`config.mk`:
```
export PLATFORM = sky130hd
export DESIGN_NAME = msrh_alu_rs_multi_flat
export DESIGN_NICKNAME = d
export VERILOG_FILES = /design/src/rtl/msrh_alu_rs_multi_if.sv /design/src/rtl/msrh_alu_rs_multi.sv /design/src/flat_wrapper.sv
export SDC_FILE = /design/constraint.sdc
export NUM_CORES = 2
export LEC_CHECK = 0
export CORE_UTILIZATION = 45
export CTS_CLUSTER_DIAMETER = 80
export DETAILED_ROUTE_END_ITERATION = 10
export GPL_TIMING_DRIVEN = 0
export PLACE_DENSITY_LB_ADDON = 0.08
export SLEW_MARGIN = 10
export SYNTH_ARGS = -nofsm -noshare
export SYNTH_HDL_FRONTEND = slang
export SYNTH_SLANG_ARGS = --single-unit
export TNS_END_PERCENT = 10
```
`constraint.sdc`:
```
create_clock -name i_clk -period 8.9 [get_ports i_clk]
set_input_delay 1.78 -clock i_clk [delete_from_list [all_inputs] [get_ports i_clk]]
set_output_delay 1.78 -clock i_clk [all_outputs]
set_load 0.03 [all_outputs]
```
`src/rtl/msrh_alu_rs_multi_if.sv`:
```
// Bus between the ALU reservation station, the dispatch stage and the ALU pipes.
// The master side drives dispatch, wakeup, replay, done and flush; the slave
// side (the reservation station) returns issue, free-count and ready status.
interface msrh_alu_rs_multi_if #(
  parameter int ENTRY_SIZE     = 8,
  parameter int IN_PORT_SIZE   = 2,
  parameter int ISS_PORT_SIZE  = 2,
  parameter int WAKE_PORT_SIZE = 4,
  parameter int TAG_W          = 7,
  parameter int PAYLOAD_W      = 64
);
  localparam int FC_W = $clog2(ENTRY_SIZE + 1);

  logic [IN_PORT_SIZE-1:0]             i_disp_valid;
  logic [IN_PORT_SIZE*2*TAG_W-1:0]     i_disp_rs_tag;
  logic [IN_PORT_SIZE*2-1:0]           i_disp_rs_rdy;
  logic [IN_PORT_SIZE*PAYLOAD_W-1:0]   i_disp_payload;
  logic                                o_disp_ready;
  logic [WAKE_PORT_SIZE-1:0]           i_wake_valid;
  logic [WAKE_PORT_SIZE*TAG_W-1:0]     i_wake_tag;
  logic [ISS_PORT_SIZE-1:0]            o_iss_valid;
  logic [ISS_PORT_SIZE*PAYLOAD_W-1:0]  o_iss_payload;
  logic [ISS_PORT_SIZE*ENTRY_SIZE-1:0] o_iss_index_oh;
  logic [ISS_PORT_SIZE-1:0]            i_ex0_conflict;
  logic                                i_done_valid;
  logic [ENTRY_SIZE-1:0]               i_done_index_oh;
  logic                                i_flush;
  logic [FC_W-1:0]                     o_free_count;

  modport master (
    output i_disp_valid, i_disp_rs_tag, i_disp_rs_rdy, i_disp_payload,
    output i_wake_valid, i_wake_tag, i_ex0_conflict, i_done_valid,
    output i_done_index_oh, i_flush,
    input  o_disp_ready, o_iss_valid, o_iss_payload, o_iss_index_oh, o_free_count
  );

  modport slave (
    input  i_disp_valid, i_disp_rs_tag, i_disp_rs_rdy, i_disp_payload,
    input  i_wake_valid, i_wake_tag, i_ex0_conflict, i_done_valid,
    input  i_done_index_oh, i_flush,
    output o_disp_ready, o_iss_valid, o_iss_payload, o_iss_index_oh, o_free_count
  );
endinterface

```
`src/rtl/msrh_alu_rs_multi.sv`:
```
// ALU reservation station: multi-port dispatch into lowest free entries, tag
// wakeup of pending operands, oldest-first multi-port issue via an age matrix,
// replay on EX0 conflict, release on pipe done, and global flush.
// older_q[i][j] = 1 means entry j is older than entry i.
module msrh_alu_rs_multi #(
  parameter int ENTRY_SIZE     = 8,
  parameter int IN_PORT_SIZE   = 2,
  parameter int ISS_PORT_SIZE  = 2,
  parameter int WAKE_PORT_SIZE = 4,
  parameter int TAG_W          = 7,
  parameter int PAYLOAD_W      = 64
) (
  input  logic               i_clk,
  input  logic               i_reset_n,
  msrh_alu_rs_multi_if.slave bus
);
  localparam int FC_W = $clog2(ENTRY_SIZE + 1);

  typedef enum logic [1:0] {
    S_FREE   = 2'd0,
    S_WAIT   = 2'd1,
    S_READY  = 2'd2,
    S_ISSUED = 2'd3
  } ent_state_e;

  ent_state_e            state_q    [ENTRY_SIZE];
  ent_state_e            state_d    [ENTRY_SIZE];
  logic [ENTRY_SIZE-1:0] older_q    [ENTRY_SIZE];
  logic [ENTRY_SIZE-1:0] older_d    [ENTRY_SIZE];
  logic [ENTRY_SIZE-1:0] last_iss_q [ISS_PORT_SIZE];
  logic [ENTRY_SIZE-1:0] rdy1_q, rdy1_d, rdy2_q, rdy2_d;
  logic [TAG_W-1:0]      tag1_q [ENTRY_SIZE];
  logic [TAG_W-1:0]      tag1_d [ENTRY_SIZE];
  logic [TAG_W-1:0]      tag2_q [ENTRY_SIZE];
  logic [TAG_W-1:0]      tag2_d [ENTRY_SIZE];
  logic [PAYLOAD_W-1:0]  payload_q [ENTRY_SIZE];
  logic [PAYLOAD_W-1:0]  payload_d [ENTRY_SIZE];

  logic [ENTRY_SIZE-1:0] free_mask, ready_mask, iss_mask;
  logic [ENTRY_SIZE-1:0] sel      [ISS_PORT_SIZE];
  logic [ENTRY_SIZE-1:0] alloc_oh [IN_PORT_SIZE];
  logic [FC_W-1:0]       free_cnt;
  logic                  alloc_en;

  function automatic logic wake_hit(input logic [TAG_W-1:0]                tag,
                                    input logic [WAKE_PORT_SIZE-1:0]       vld,
                                    input logic [WAKE_PORT_SIZE*TAG_W-1:0] tags);
    logic hit;
    hit = 1'b0;
    for (int w = 0; w < WAKE_PORT_SIZE; w++) begin
      if (vld[w] && (tags[w*TAG_W +: TAG_W] == tag)) hit = 1'b1;
    end
    return hit;
  endfunction

  // Classify entries and count free slots from registered state only
  always_comb begin
    free_mask  = '0;
    ready_mask = '0;
    free_cnt   = '0;
    for (int i = 0; i < ENTRY_SIZE; i++) begin
      free_mask[i]  = (state_q[i] == S_FREE);
      ready_mask[i] = (state_q[i] == S_READY);
      free_cnt      = free_cnt + FC_W'(free_mask[i]);
    end
  end

  assign bus.o_free_count = free_cnt;
  assign bus.o_disp_ready = (free_cnt >= FC_W'(IN_PORT_SIZE));
  assign alloc_en         = bus.o_disp_ready && !bus.i_flush;

  // Oldest-first select: each port takes the oldest candidate left by lower ports
  always_comb begin
    logic [ENTRY_SIZE-1:0] cand;
    logic                  found;
    cand     = ready_mask;
    iss_mask = '0;
    for (int p = 0; p < ISS_PORT_SIZE; p++) begin
      sel[p] = '0;
      found  = 1'b0;
      for (int i = 0; i < ENTRY_SIZE; i++) begin
        if (!found && cand[i] && ((older_q[i] & cand) == '0)) begin
          sel[p][i] = 1'b1;
          found     = 1'b1;
        end
      end
      cand     = cand & ~sel[p];
      iss_mask = iss_mask | sel[p];
    end
  end

  // Drive issue ports from the selection; idle ports stay all-zero
  always_comb begin
    bus.o_iss_valid    = '0;
    bus.o_iss_payload  = '0;
    bus.o_iss_index_oh = '0;
    for (int p = 0; p < ISS_PORT_SIZE; p++) begin
      bus.o_iss_valid[p] = |sel[p];
      bus.o_iss_index_oh[p*ENTRY_SIZE +: ENTRY_SIZE] = sel[p];
      for (int i = 0; i < ENTRY_SIZE; i++) begin
        if (sel[p][i]) bus.o_iss_payload[p*PAYLOAD_W +: PAYLOAD_W] = payload_q[i];
      end
    end
  end

  // Give valid dispatch ports, in port order, the lowest-index free entries
  always_comb begin
    logic [ENTRY_SIZE-1:0] avail;
    logic                  found;
    avail = free_mask;
    for (int p = 0; p < IN_PORT_SIZE; p++) begin
      alloc_oh[p] = '0;
      found       = 1'b0;
      if (alloc_en && bus.i_disp_valid[p]) begin
        for (int i = 0; i < ENTRY_SIZE; i++) begin
          if (!found && avail[i]) begin
            alloc_oh[p][i] = 1'b1;
            found          = 1'b1;
          end
        end
      end
      avail = avail & ~alloc_oh[p];
    end
  end

  // Next entry state: wakeup, issue, replay, done, alloc, then flush overrides all
  always_comb begin
    logic [ENTRY_SIZE-1:0] prior;
    for (int i = 0; i < ENTRY_SIZE; i++) begin
      state_d[i]   = state_q[i];
      older_d[i]   = older_q[i];
      tag1_d[i]    = tag1_q[i];
      tag2_d[i]    = tag2_q[i];
      payload_d[i] = payload_q[i];
      rdy1_d[i]    = rdy1_q[i];
      rdy2_d[i]    = rdy2_q[i];
      if (state_q[i] == S_WAIT) begin
        rdy1_d[i] = rdy1_q[i] | wake_hit(tag1_q[i], bus.i_wake_valid, bus.i_wake_tag);
        rdy2_d[i] = rdy2_q[i] | wake_hit(tag2_q[i], bus.i_wake_valid, bus.i_wake_tag);
        if (rdy1_d[i] && rdy2_d[i]) state_d[i] = S_READY;
      end
      if (iss_mask[i]) state_d[i] = S_ISSUED;
    end
    for (int p = 0; p < ISS_PORT_SIZE; p++) begin
      for (int i = 0; i < ENTRY_SIZE; i++) begin
        if (bus.i_ex0_conflict[p] && last_iss_q[p][i] && (state_q[i] == S_ISSUED))
          state_d[i] = S_READY;
      end
    end
    for (int i = 0; i < ENTRY_SIZE; i++) begin
      if (bus.i_done_valid && bus.i_done_index_oh[i] && (state_q[i] == S_ISSUED)) begin
        state_d[i] = S_FREE;
        older_d[i] = '0;
      end
    end
    // New entries are younger than every live entry and than lower-port allocations
    prior = ~free_mask;
    for (int p = 0; p < IN_PORT_SIZE; p++) begin
      for (int k = 0; k < ENTRY_SIZE; k++) older_d[k] = older_d[k] & ~alloc_oh[p];
      for (int i = 0; i < ENTRY_SIZE; i++) begin
        if (alloc_oh[p][i]) begin
          older_d[i]   = prior;
          tag1_d[i]    = bus.i_disp_rs_tag[p*2*TAG_W +: TAG_W];
          tag2_d[i]    = bus.i_disp_rs_tag[p*2*TAG_W+TAG_W +: TAG_W];
          payload_d[i] = bus.i_disp_payload[p*PAYLOAD_W +: PAYLOAD_W];
          rdy1_d[i]    = bus.i_disp_rs_rdy[2*p] |
                         wake_hit(tag1_d[i], bus.i_wake_valid, bus.i_wake_tag);
          rdy2_d[i]    = bus.i_disp_rs_rdy[2*p+1] |
                         wake_hit(tag2_d[i], bus.i_wake_valid, bus.i_wake_tag);
          state_d[i]   = (rdy1_d[i] && rdy2_d[i]) ? S_READY : S_WAIT;
        end
      end
      prior = prior | alloc_oh[p];
    end
    if (bus.i_flush) begin
      for (int i = 0; i < ENTRY_SIZE; i++) begin
        state_d[i] = S_FREE;
        older_d[i] = '0;
      end
    end
  end

  // Control state: entry FSMs, age matrix and last-issued record per port
  always_ff @(posedge i_clk or negedge i_reset_n) begin
    if (!i_reset_n) begin
      for (int i = 0; i < ENTRY_SIZE; i++) begin
        state_q[i] <= S_FREE;
        older_q[i] <= '0;
      end
      for (int p = 0; p < ISS_PORT_SIZE; p++) last_iss_q[p] <= '0;
    end else begin
      for (int i = 0; i < ENTRY_SIZE; i++) begin
        state_q[i] <= state_d[i];
        older_q[i] <= older_d[i];
      end
      for (int p = 0; p < ISS_PORT_SIZE; p++) last_iss_q[p] <= sel[p];
    end
  end

  // Operand tags, readiness and payload; only meaningful while the entry is live
  always_ff @(posedge i_clk) begin
    rdy1_q <= rdy1_d;
    rdy2_q <= rdy2_d;
    for (int i = 0; i < ENTRY_SIZE; i++) begin
      tag1_q[i]    <= tag1_d[i];
      tag2_q[i]    <= tag2_d[i];
      payload_q[i] <= payload_d[i];
    end
  end
endmodule

```
`src/flat_wrapper.sv`:
```
// flat-port wrapper written by rule: the top's interface ports become plain ports
module msrh_alu_rs_multi_flat 
#(
  parameter int ENTRY_SIZE     = 8,
  parameter int IN_PORT_SIZE   = 2,
  parameter int ISS_PORT_SIZE  = 2,
  parameter int WAKE_PORT_SIZE = 4,
  parameter int TAG_W          = 7,
  parameter int PAYLOAD_W      = 64
)
  (i_clk, i_reset_n, bus_i_disp_valid, bus_i_disp_rs_tag, bus_i_disp_rs_rdy, bus_i_disp_payload, bus_i_wake_valid, bus_i_wake_tag, bus_i_ex0_conflict, bus_i_done_valid, bus_i_done_index_oh, bus_i_flush, bus_o_disp_ready, bus_o_iss_valid, bus_o_iss_payload, bus_o_iss_index_oh, bus_o_free_count);
  msrh_alu_rs_multi_if #(.ENTRY_SIZE(ENTRY_SIZE), .IN_PORT_SIZE(IN_PORT_SIZE), .ISS_PORT_SIZE(ISS_PORT_SIZE), .WAKE_PORT_SIZE(WAKE_PORT_SIZE), .TAG_W(TAG_W), .PAYLOAD_W(PAYLOAD_W)) bus_i ();
  input  logic i_clk;
  input  logic i_reset_n;
  input wire logic [$bits(bus_i.i_disp_valid)-1:0] bus_i_disp_valid;
  input wire logic [$bits(bus_i.i_disp_rs_tag)-1:0] bus_i_disp_rs_tag;
  input wire logic [$bits(bus_i.i_disp_rs_rdy)-1:0] bus_i_disp_rs_rdy;
  input wire logic [$bits(bus_i.i_disp_payload)-1:0] bus_i_disp_payload;
  input wire logic [$bits(bus_i.i_wake_valid)-1:0] bus_i_wake_valid;
  input wire logic [$bits(bus_i.i_wake_tag)-1:0] bus_i_wake_tag;
  input wire logic [$bits(bus_i.i_ex0_conflict)-1:0] bus_i_ex0_conflict;
  input wire logic [$bits(bus_i.i_done_valid)-1:0] bus_i_done_valid;
  input wire logic [$bits(bus_i.i_done_index_oh)-1:0] bus_i_done_index_oh;
  input wire logic [$bits(bus_i.i_flush)-1:0] bus_i_flush;
  output wire logic [$bits(bus_i.o_disp_ready)-1:0] bus_o_disp_ready;
  output wire logic [$bits(bus_i.o_iss_valid)-1:0] bus_o_iss_valid;
  output wire logic [$bits(bus_i.o_iss_payload)-1:0] bus_o_iss_payload;
  output wire logic [$bits(bus_i.o_iss_index_oh)-1:0] bus_o_iss_index_oh;
  output wire logic [$bits(bus_i.o_free_count)-1:0] bus_o_free_count;
  assign bus_i.i_disp_valid = bus_i_disp_valid;
  assign bus_i.i_disp_rs_tag = bus_i_disp_rs_tag;
  assign bus_i.i_disp_rs_rdy = bus_i_disp_rs_rdy;
  assign bus_i.i_disp_payload = bus_i_disp_payload;
  assign bus_i.i_wake_valid = bus_i_wake_valid;
  assign bus_i.i_wake_tag = bus_i_wake_tag;
  assign bus_i.i_ex0_conflict = bus_i_ex0_conflict;
  assign bus_i.i_done_valid = bus_i_done_valid;
  assign bus_i.i_done_index_oh = bus_i_done_index_oh;
  assign bus_i.i_flush = bus_i_flush;
  assign bus_o_disp_ready = bus_i.o_disp_ready;
  assign bus_o_iss_valid = bus_i.o_iss_valid;
  assign bus_o_iss_payload = bus_i.o_iss_payload;
  assign bus_o_iss_index_oh = bus_i.o_iss_index_oh;
  assign bus_o_free_count = bus_i.o_free_count;
  msrh_alu_rs_multi #(.ENTRY_SIZE(ENTRY_SIZE), .IN_PORT_SIZE(IN_PORT_SIZE), .ISS_PORT_SIZE(ISS_PORT_SIZE), .WAKE_PORT_SIZE(WAKE_PORT_SIZE), .TAG_W(TAG_W), .PAYLOAD_W(PAYLOAD_W)) u_core (.i_clk(i_clk), .i_reset_n(i_reset_n), .bus(bus_i));
endmodule
```
# Word level (Yosys, flattened, before mapping)
# Memory sizes are Yosys's and may differ from the RTL's.
# Cells that the tools add are included.
[totals]
reg_bits = 112
ram_bits = 624
inputBits = 208
output_inout_bits = 151
elab_cells = 941
mem_count = 3
[classes]
addsub = 7
magnitude_cmp = 1
eq_ne = 104
muxes = 418
n_bitwise = 88
reduce_logical = 286
[memory_table]
columns = ["memory", "depth", "width", "rd", "rd_ports_with_merged_regs", "wr", "line", "text"]
rows = [
  ["u_core.payload_q", 8, 64, 8, 0, 8, "msrh_alu_rs_multi.sv:36", "logic [PAYLOAD_W-1:0] payload_q [ENTRY_SIZE];"],
  ["u_core.tag1_q", 8, 7, 8, 0, 8, "msrh_alu_rs_multi.sv:32", "logic [TAG_W-1:0] tag1_q [ENTRY_SIZE];"],
  ["u_core.tag2_q", 8, 7, 8, 0, 8, "msrh_alu_rs_multi.sv:34", "logic [TAG_W-1:0] tag2_q [ENTRY_SIZE];"],
]
[op_table]
columns = ["cell", "count"]
rows = [
  ["64-bit 2-to-1 mux", 33],
  ["7-bit == test", 80],
  ["8-bit bitwise AND", 34],
  ["1-bit 2-to-1 mux", 246],
  ["7-bit 2-to-1 mux", 32],
  ["8-bit 2-to-1 mux", 26],
  ["1-bit logical AND", 199],
  ["2-bit 2-to-1 mux", 80],
  ["8-bit zero test", 16],
  ["8-bit nonzero test", 16],
  ["1-bit bitwise OR", 48],
  ["2-bit == test, second input constant", 16],
  ["8-bit inverter", 4],
  ["1-bit zero test", 29],
  ["4-bit by 1-bit adder with 4-bit output", 6],
  ["3-bit nonzero test", 8],
  ["2-bit by 1-bit == test with 1-bit output, second input constant", 8],
  ["2-bit zero test", 8],
  ["16-bit 2-to-1 mux", 1],
  ["8-bit bitwise OR", 2],
  ["2-bit AND reduction", 8],
  ["8-bit OR reduction", 2],
  ["4-bit by 2-bit greater-or-equal comparator with 1-bit output, second input constant", 1],
  ["1-bit by 1-bit adder with 2-bit output", 1],
]

# Logic depth before layout (Yosys ltp)
[depth]
depth_word = 78
mapped_depth = 24
ltp_nobuf = 21

# Worst setup path before layout
# No wires, ideal clock.
[synth_timing]
path_type = "reg-to-reg"
startpoint = "register u_core.state_q[6] (netlist bit)"
endpoint = "register u_core.state_q[1] (netlist bit)"
setup_time_ns = 0.127
arrival_time_ns = 7.697
required_time_ns = 8.773
slack_ns = 1.076
stages_incl_launch_ff = 22
path_buffers = 2
period_less_slack_ns = 7.824
path_cell_list = "dfrtp_1 buf_2 nor2_1 clkinv_1 fa_1 fa_1 inv_1 fa_1 inv_1 fa_1 nor2b_1 a21o_1 a2111oi_0 and2_1 clkbuf_1 nand2_1 nand2_1 nor3_1 o311ai_1 nand2_1 nor4_2 mux2_1"
[synth_between]
elab_chain_len = 75
elab_cells_between_ends = 171
classes_between = "add/sub (4); order compare (1); eq/ne (1); mux (56); bitwise (21); reduce/logical (88)"
[synth_lines]
columns = ["item", "line", "text"]
rows = [
  ["start: declaration", "msrh_alu_rs_multi.sv:26", "ent_state_e state_q [ENTRY_SIZE];"],
  ["start signal: indexed assignment", "msrh_alu_rs_multi.sv:193", "state_q[i] <= state_d[i];"],
  ["2-bit == test", "msrh_alu_rs_multi.sv:63", "ready_mask[i] = (state_q[i] == S_READY);"],
  ["8-bit bitwise AND", "msrh_alu_rs_multi.sv:82", "if (!found && cand[i] && ((older_q[i] & cand) == '0)) begin"],
  ["8-bit zero test", "msrh_alu_rs_multi.sv:82", ""],
  ["1-bit logical AND", "msrh_alu_rs_multi.sv:82", ""],
  ["1-bit 2-to-1 mux", "msrh_alu_rs_multi.sv:82", ""],
  ["1-bit zero test", "msrh_alu_rs_multi.sv:82", ""],
  ["1-bit logical AND (2 in a row)", "msrh_alu_rs_multi.sv:82", ""],
  ["1-bit 2-to-1 mux", "msrh_alu_rs_multi.sv:82", ""],
  ["(+55 left out)", "n/a", ""],
  ["1-bit logical AND (2 in a row)", "msrh_alu_rs_multi.sv:82", ""],
  ["1-bit 2-to-1 mux", "msrh_alu_rs_multi.sv:82", ""],
  ["8-bit bitwise OR", "msrh_alu_rs_multi.sv:88", "iss_mask = iss_mask | sel[p];"],
  ["2-bit 2-to-1 mux", "msrh_alu_rs_multi.sv:142", "if (iss_mask[i]) state_d[i] = S_ISSUED;"],
  ["2-bit 2-to-1 mux (2 in a row)", "msrh_alu_rs_multi.sv:146", "if (bus.i_ex0_conflict[p] && last_iss_q[p][i] && (state_q[i] == S_ISSUED))"],
  ["2-bit 2-to-1 mux", "msrh_alu_rs_multi.sv:151", "if (bus.i_done_valid && bus.i_done_index_oh[i] && (state_q[i] == S_ISSUED)) begin"],
  ["2-bit 2-to-1 mux (2 in a row)", "msrh_alu_rs_multi.sv:161", "if (alloc_oh[p][i]) begin"],
  ["16-bit 2-to-1 mux", "msrh_alu_rs_multi.sv:175", "if (bus.i_flush) begin"],
]
# Several ways; a longest one is shown, not always the timed one. The select of a mux whose other input is x is not followed.
# A chain may end at the register's enable or synchronous reset.

# Final worst setup path
[layout_timing]
startpoint = "register u_core.state_q[6] (netlist bit)"
endpoint = "output bus_o_iss_payload[70]"
[layout_between]
elab_chain_len = 68
elab_cells_between_ends = 115
classes_between = "eq/ne (1); mux (36); bitwise (18); reduce/logical (60)"
[layout_lines]
columns = ["item", "line", "text"]
rows = [
  ["2-bit == test *", "msrh_alu_rs_multi.sv:63", ""],
  ["8-bit bitwise AND", "msrh_alu_rs_multi.sv:82", ""],
  ["8-bit zero test", "msrh_alu_rs_multi.sv:82", ""],
  ["1-bit logical AND", "msrh_alu_rs_multi.sv:82", ""],
  ["1-bit 2-to-1 mux", "msrh_alu_rs_multi.sv:82", ""],
  ["1-bit zero test", "msrh_alu_rs_multi.sv:82", ""],
  ["1-bit logical AND (2 in a row)", "msrh_alu_rs_multi.sv:82", ""],
  ["1-bit 2-to-1 mux", "msrh_alu_rs_multi.sv:82", ""],
  ["(+49 left out)", "n/a", ""],
  ["1-bit 2-to-1 mux", "msrh_alu_rs_multi.sv:82", ""],
  ["1-bit zero test", "msrh_alu_rs_multi.sv:82", ""],
  ["1-bit logical AND (2 in a row)", "msrh_alu_rs_multi.sv:82", ""],
  ["1-bit 2-to-1 mux", "msrh_alu_rs_multi.sv:82", ""],
  ["1-bit zero test", "msrh_alu_rs_multi.sv:82", ""],
  ["1-bit logical AND (2 in a row)", "msrh_alu_rs_multi.sv:82", ""],
  ["1-bit 2-to-1 mux", "msrh_alu_rs_multi.sv:82", ""],
  ["64-bit 2-to-1 mux *", "msrh_alu_rs_multi.sv:101", "if (sel[p][i]) bus.o_iss_payload[p*PAYLOAD_W +: PAYLOAD_W] = payload_q[i];"],
  ["end: declaration", "flat_wrapper.sv:27", "output wire logic [$bits(bus_i.o_iss_payload)-1:0] bus_o_iss_payload;"],
]
# Mark *: on every way between the ends. The rest lies on a longest branch, timed or not.

==> summary.md <==
| Metric | Value |
|---|---|
| H-tree depth | 3 |
| Crit-path slowest cell | clkdlybuf4s15_1 |
| CP required | 7.12 ns |
| Most frequent cells in the layout | nand2_1 (1200), edfxtp_1 (640), xnor2_1 (440) |
| Fillers | 9327 |
| Nets | 5640 |
| Setup crit end kind | primary output |
| Post-Route WL | 236000 um |
| Placed inst area | 52800 um^2 |
| Net Sw Frac | 53.1% |
| Vias in the first global route | 43.2k |
| Total Routing Usage GR | 43.2% |
| Synth async-reset ratio | 13.0% |
| Finished layout cell area | 55800 um^2 |
| Die Y | 325 um |
| DR iter-0 viols | 7441 |
| Max_cap viols | 2 |
| Clock Root Buffer | clkbuf_16 |
| Comb pwr share | 66.2% |
| Cell depth of the worst setup path | 15 |
| Critical path cell sequence | buf_2 > nor2b_2 > nand2_1 > and4b_1 > nor4_4 > a21oi_1 > a221o_2 > or2_1 > inv_2 > clkdlybuf4s15_1 > a311oi_1 > nor2_1 > a211oi_1 > o31ai_2 > clkdlybuf4s50_1 |
| Final hold vios | 0 |
| Worst Tran Pin Value | 1.49 ns |
| Mapped Area | 47000 um^2 |
| Total global routing overflow | 0 |
| DP HPWL | 158000 um |
| Status | finished with violations |
| Slowest stage delay, CP | 0.86 ns |
| Area grow syn2layout | 18.8% |
| WP buf/inv | 4 |
| Die area | 106000 um^2 |
| Rows | 118 |
| Ys Warns | 0 |
| Core area | 103000 um^2 |
| Switching power total | 14.2 mW |
| Gpl congestion | 1.01 |
| Avg Cell Area, Syn | 9.50 um^2 |
| Clk sinks | 736 |
| Worst path arrival time | 7.15 ns |
| Crit path max fanout | 10 |
| R2r worst-path depth | 21 |
| Crit share post-route | 100% |
| CP startpoint kind | flip-flop |
| Starting density of the core | 45.4% |
| Vias per cell | 6.62 |
| Syn Inst Count | 4949 |
| Pre-antenna DRT Iters | 7 |
| Clock Latency Late Sink | 0.71 ns |
| RSZ-0062 raised after global routing | false |
| PD cells | 480 nW/um^2 |
| Setup-failing EPs final | 2 |
| Total power | 26.8 mW |
| Syn nets | 5166 |
| Clock slew at reported path FFs | 0.06 ns |
| Pins Over Slew Limit | 0 |
| Initial antenna violation count | 21 |
| Setup WS post-layout | -0.0318 ns |
| Worst IR drop on VDD | 0.679 mV |
| Max_slew headroom | 0.499% |
| Core Util, Final | 53.9% |
| Commonest non-fill, non-tap cell in the layout | nand2_1 |
| Delay-heaviest family, CP | simple AND/OR/NAND/NOR gates |
| Drc violations | 0 |
| First-pass GRT wire length | 324000 um |
| Register area share after synthesis | 46.0% |
| Fmax | 0.112 GHz |
| Minimum clock period | 8.93 ns |
| Post-synth EDFFs | 640 |
| Critical path class | reg -> out |
| Internal | 12.6 mW |
| Largest net degree at the start of global routing | 68 |
| Register area | 21600 um^2 |
| Share of cells above drive strength 1 | 11.3% |
| Hold path cells | 2 |
| Hold Crit Class | reg -> reg |
| CTS buffer count | 89 |
| Top_reg_cell synth | edfxtp_1 |
| Distinct cells, synth | 94 |
| Lkg Pwr | 19.8 nW |
| CTS tree | yes |
| Clock buffer depth | 3 |
| Dpl ws | -0.885 ns |
| Drt wl/cell | 34.2 um |
| I/O Pins | 359 |
| Reg power frac | 20.3% |
| Failing checks | max-capacitance violations, negative setup slack |
| Clock skew | 0.0335 ns |
| Multi-input combinational cell area | 23400 um^2 |
| Die width | 325 um |
| Clk pwr share | 13.5% |
| Synth Register Bits | 736 |
| Via count | 45.6k |
| PortBufs | 355 |
| DRT antenna net count | 0 |
## registers in the layout, indices dropped and copies added (netlist names)
signal and cells:
u_core.state_q 16, u_core.last_iss_q 16, u_core.tag1_q 56, u_core.payload_q 512
u_core.rdy1_q 8, u_core.tag2_q 56, u_core.older_q 64, u_core.rdy2_q 8
## synth_stat cells, drive strengths merged, types with 14 or more instances
| library cell | number | area (um^2) |
|---|---|---|
| a211oi | 14 | 105 |
| nand3b | 15 | 113 |
| a22oi | 136 | 1030 |
| o22ai | 27 | 175 |
| xor2 | 120 | 1050 |
| nor3 | 26 | 130 |
| buf | 176 | 798 |
| nand2 | 1203 | 4520 |
| and2 | 36 | 225 |
| a22o | 33 | 290 |
| nand4 | 165 | 1030 |
| clkbuf | 320 | 1200 |
| dfrtp | 96 | 2400 |
| a221oi | 176 | 1570 |
| edfxtp | 640 | 19200 |
| o21ai | 159 | 796 |
| a221o | 20 | 201 |
| nor4 | 48 | 328 |
| inv | 36 | 140 |
| a32oi | 20 | 175 |
| a31oi | 52 | 325 |
| nor2 | 314 | 1180 |
| xnor2 | 440 | 3850 |
| a21oi | 122 | 611 |
| nand3 | 51 | 260 |
| and3 | 19 | 119 |
| mux2 | 303 | 3410 |
| a2111oi | 22 | 330 |
## metal layers
metal  global-route usage [%]  up-vias  routed length [um]
met5                        0        -                 135
li1                         -    18700                   -
met4                     30.5       20               19700
met3                     13.7     1003               32000
met1                     53.5    22000               83600
met2                     63.8     3820              100000
## repair_timing
item / 4_1_cts / 5_1_grt
gates cloned: 0 / 1
endpoints found under the setup margin: 67 / 55
resized for setup: 28 / 44
buffers inserted: 2 / 1
pin swaps: 2 / 2
hold buffers: 0 / 0
## cells by family after synthesis
| group | Yosys count | share of synthesized area (%) |
|---|---|---|
| AOI/OAI and AO/OA | 856 | 13.4 |
| xor gates and xnor gates | 560 | 10.4 |
| adders and majority gates | 10 | 0.325 |
| buffers and inverters | 535 | 4.58 |
| DFF | 736 | 46.0 |
| muxes | 309 | 7.39 |
| and+or+nand+nor | 1943 | 17.9 |
## final timing paths
check | from | end | slack, ns
min in group asynchronous | i_reset_n | u_core.older_q[1]$_DFF_PN0_ | 0.97
max in group asynchronous | i_reset_n | u_core.state_q[2]$_DFFE_PN0P_ | 7.28
setup / recovery | u_core.state_q[6]$_DFFE_PN0P_ | bus_o_iss_payload[70] | -0.03
setup reg to reg | u_core.state_q[7]$_DFFE_PN0P_ | u_core.payload_q[1][109]$_DFFE_PP_ | 0.47
hold reg to reg | u_core.older_q[20]$_DFF_PN0_ | u_core.older_q[20]$_DFF_PN0_ | 0.51
hold / removal | u_core.older_q[20]$_DFF_PN0_ | u_core.older_q[20]$_DFF_PN0_ | 0.51
## metrics by stage
stage / cells / setup TNS, ns / hold slack [ns]
final: 6889 / -0.0337 / 0.512
after detailed placement: 6707 / -24.87 / 0.499
after CTS: 6867 / 0 / 0.513
after global placement: 6684 / -1142.76 / 0.487
after floorplan: 4949 / 0 / 0.468
after global routing: 6875 / 0 / 0.554
## layout make-up
class	count	share of cell area, %
Antenna cell	18	0.0807
Multi-Input combinational cell	3679	41.9
Sequential cell	736	38.7
Clock inverter	44	0.634
Tap cell	1380	3.09
Clock buffer	115	4.35
Buffer	494	3.70
Inverter	39	0.343
Timing Repair Buffer	384	7.14
## tightest hold or removal path: stages, from the launching register on
cell and delay [ns]:
dfrtp_1 0.34, nand3_1 0.07, nand2_1 0.07
## power by group through the flow
stage / clock network [mW] / registers, mW / logic, mW
after global routing: 3.71 / 5.47 / 18.0
final: 3.62 / 5.42 / 17.7
after global placement: 0 / 5.58 / 16.6
after CTS: 3.59 / 5.38 / 17.0
after detailed placement: 0 / 5.44 / 16.8
after floorplan: 0 / 5.31 / 9.22
No activity file was read; power rests on OpenSTA's default activity.
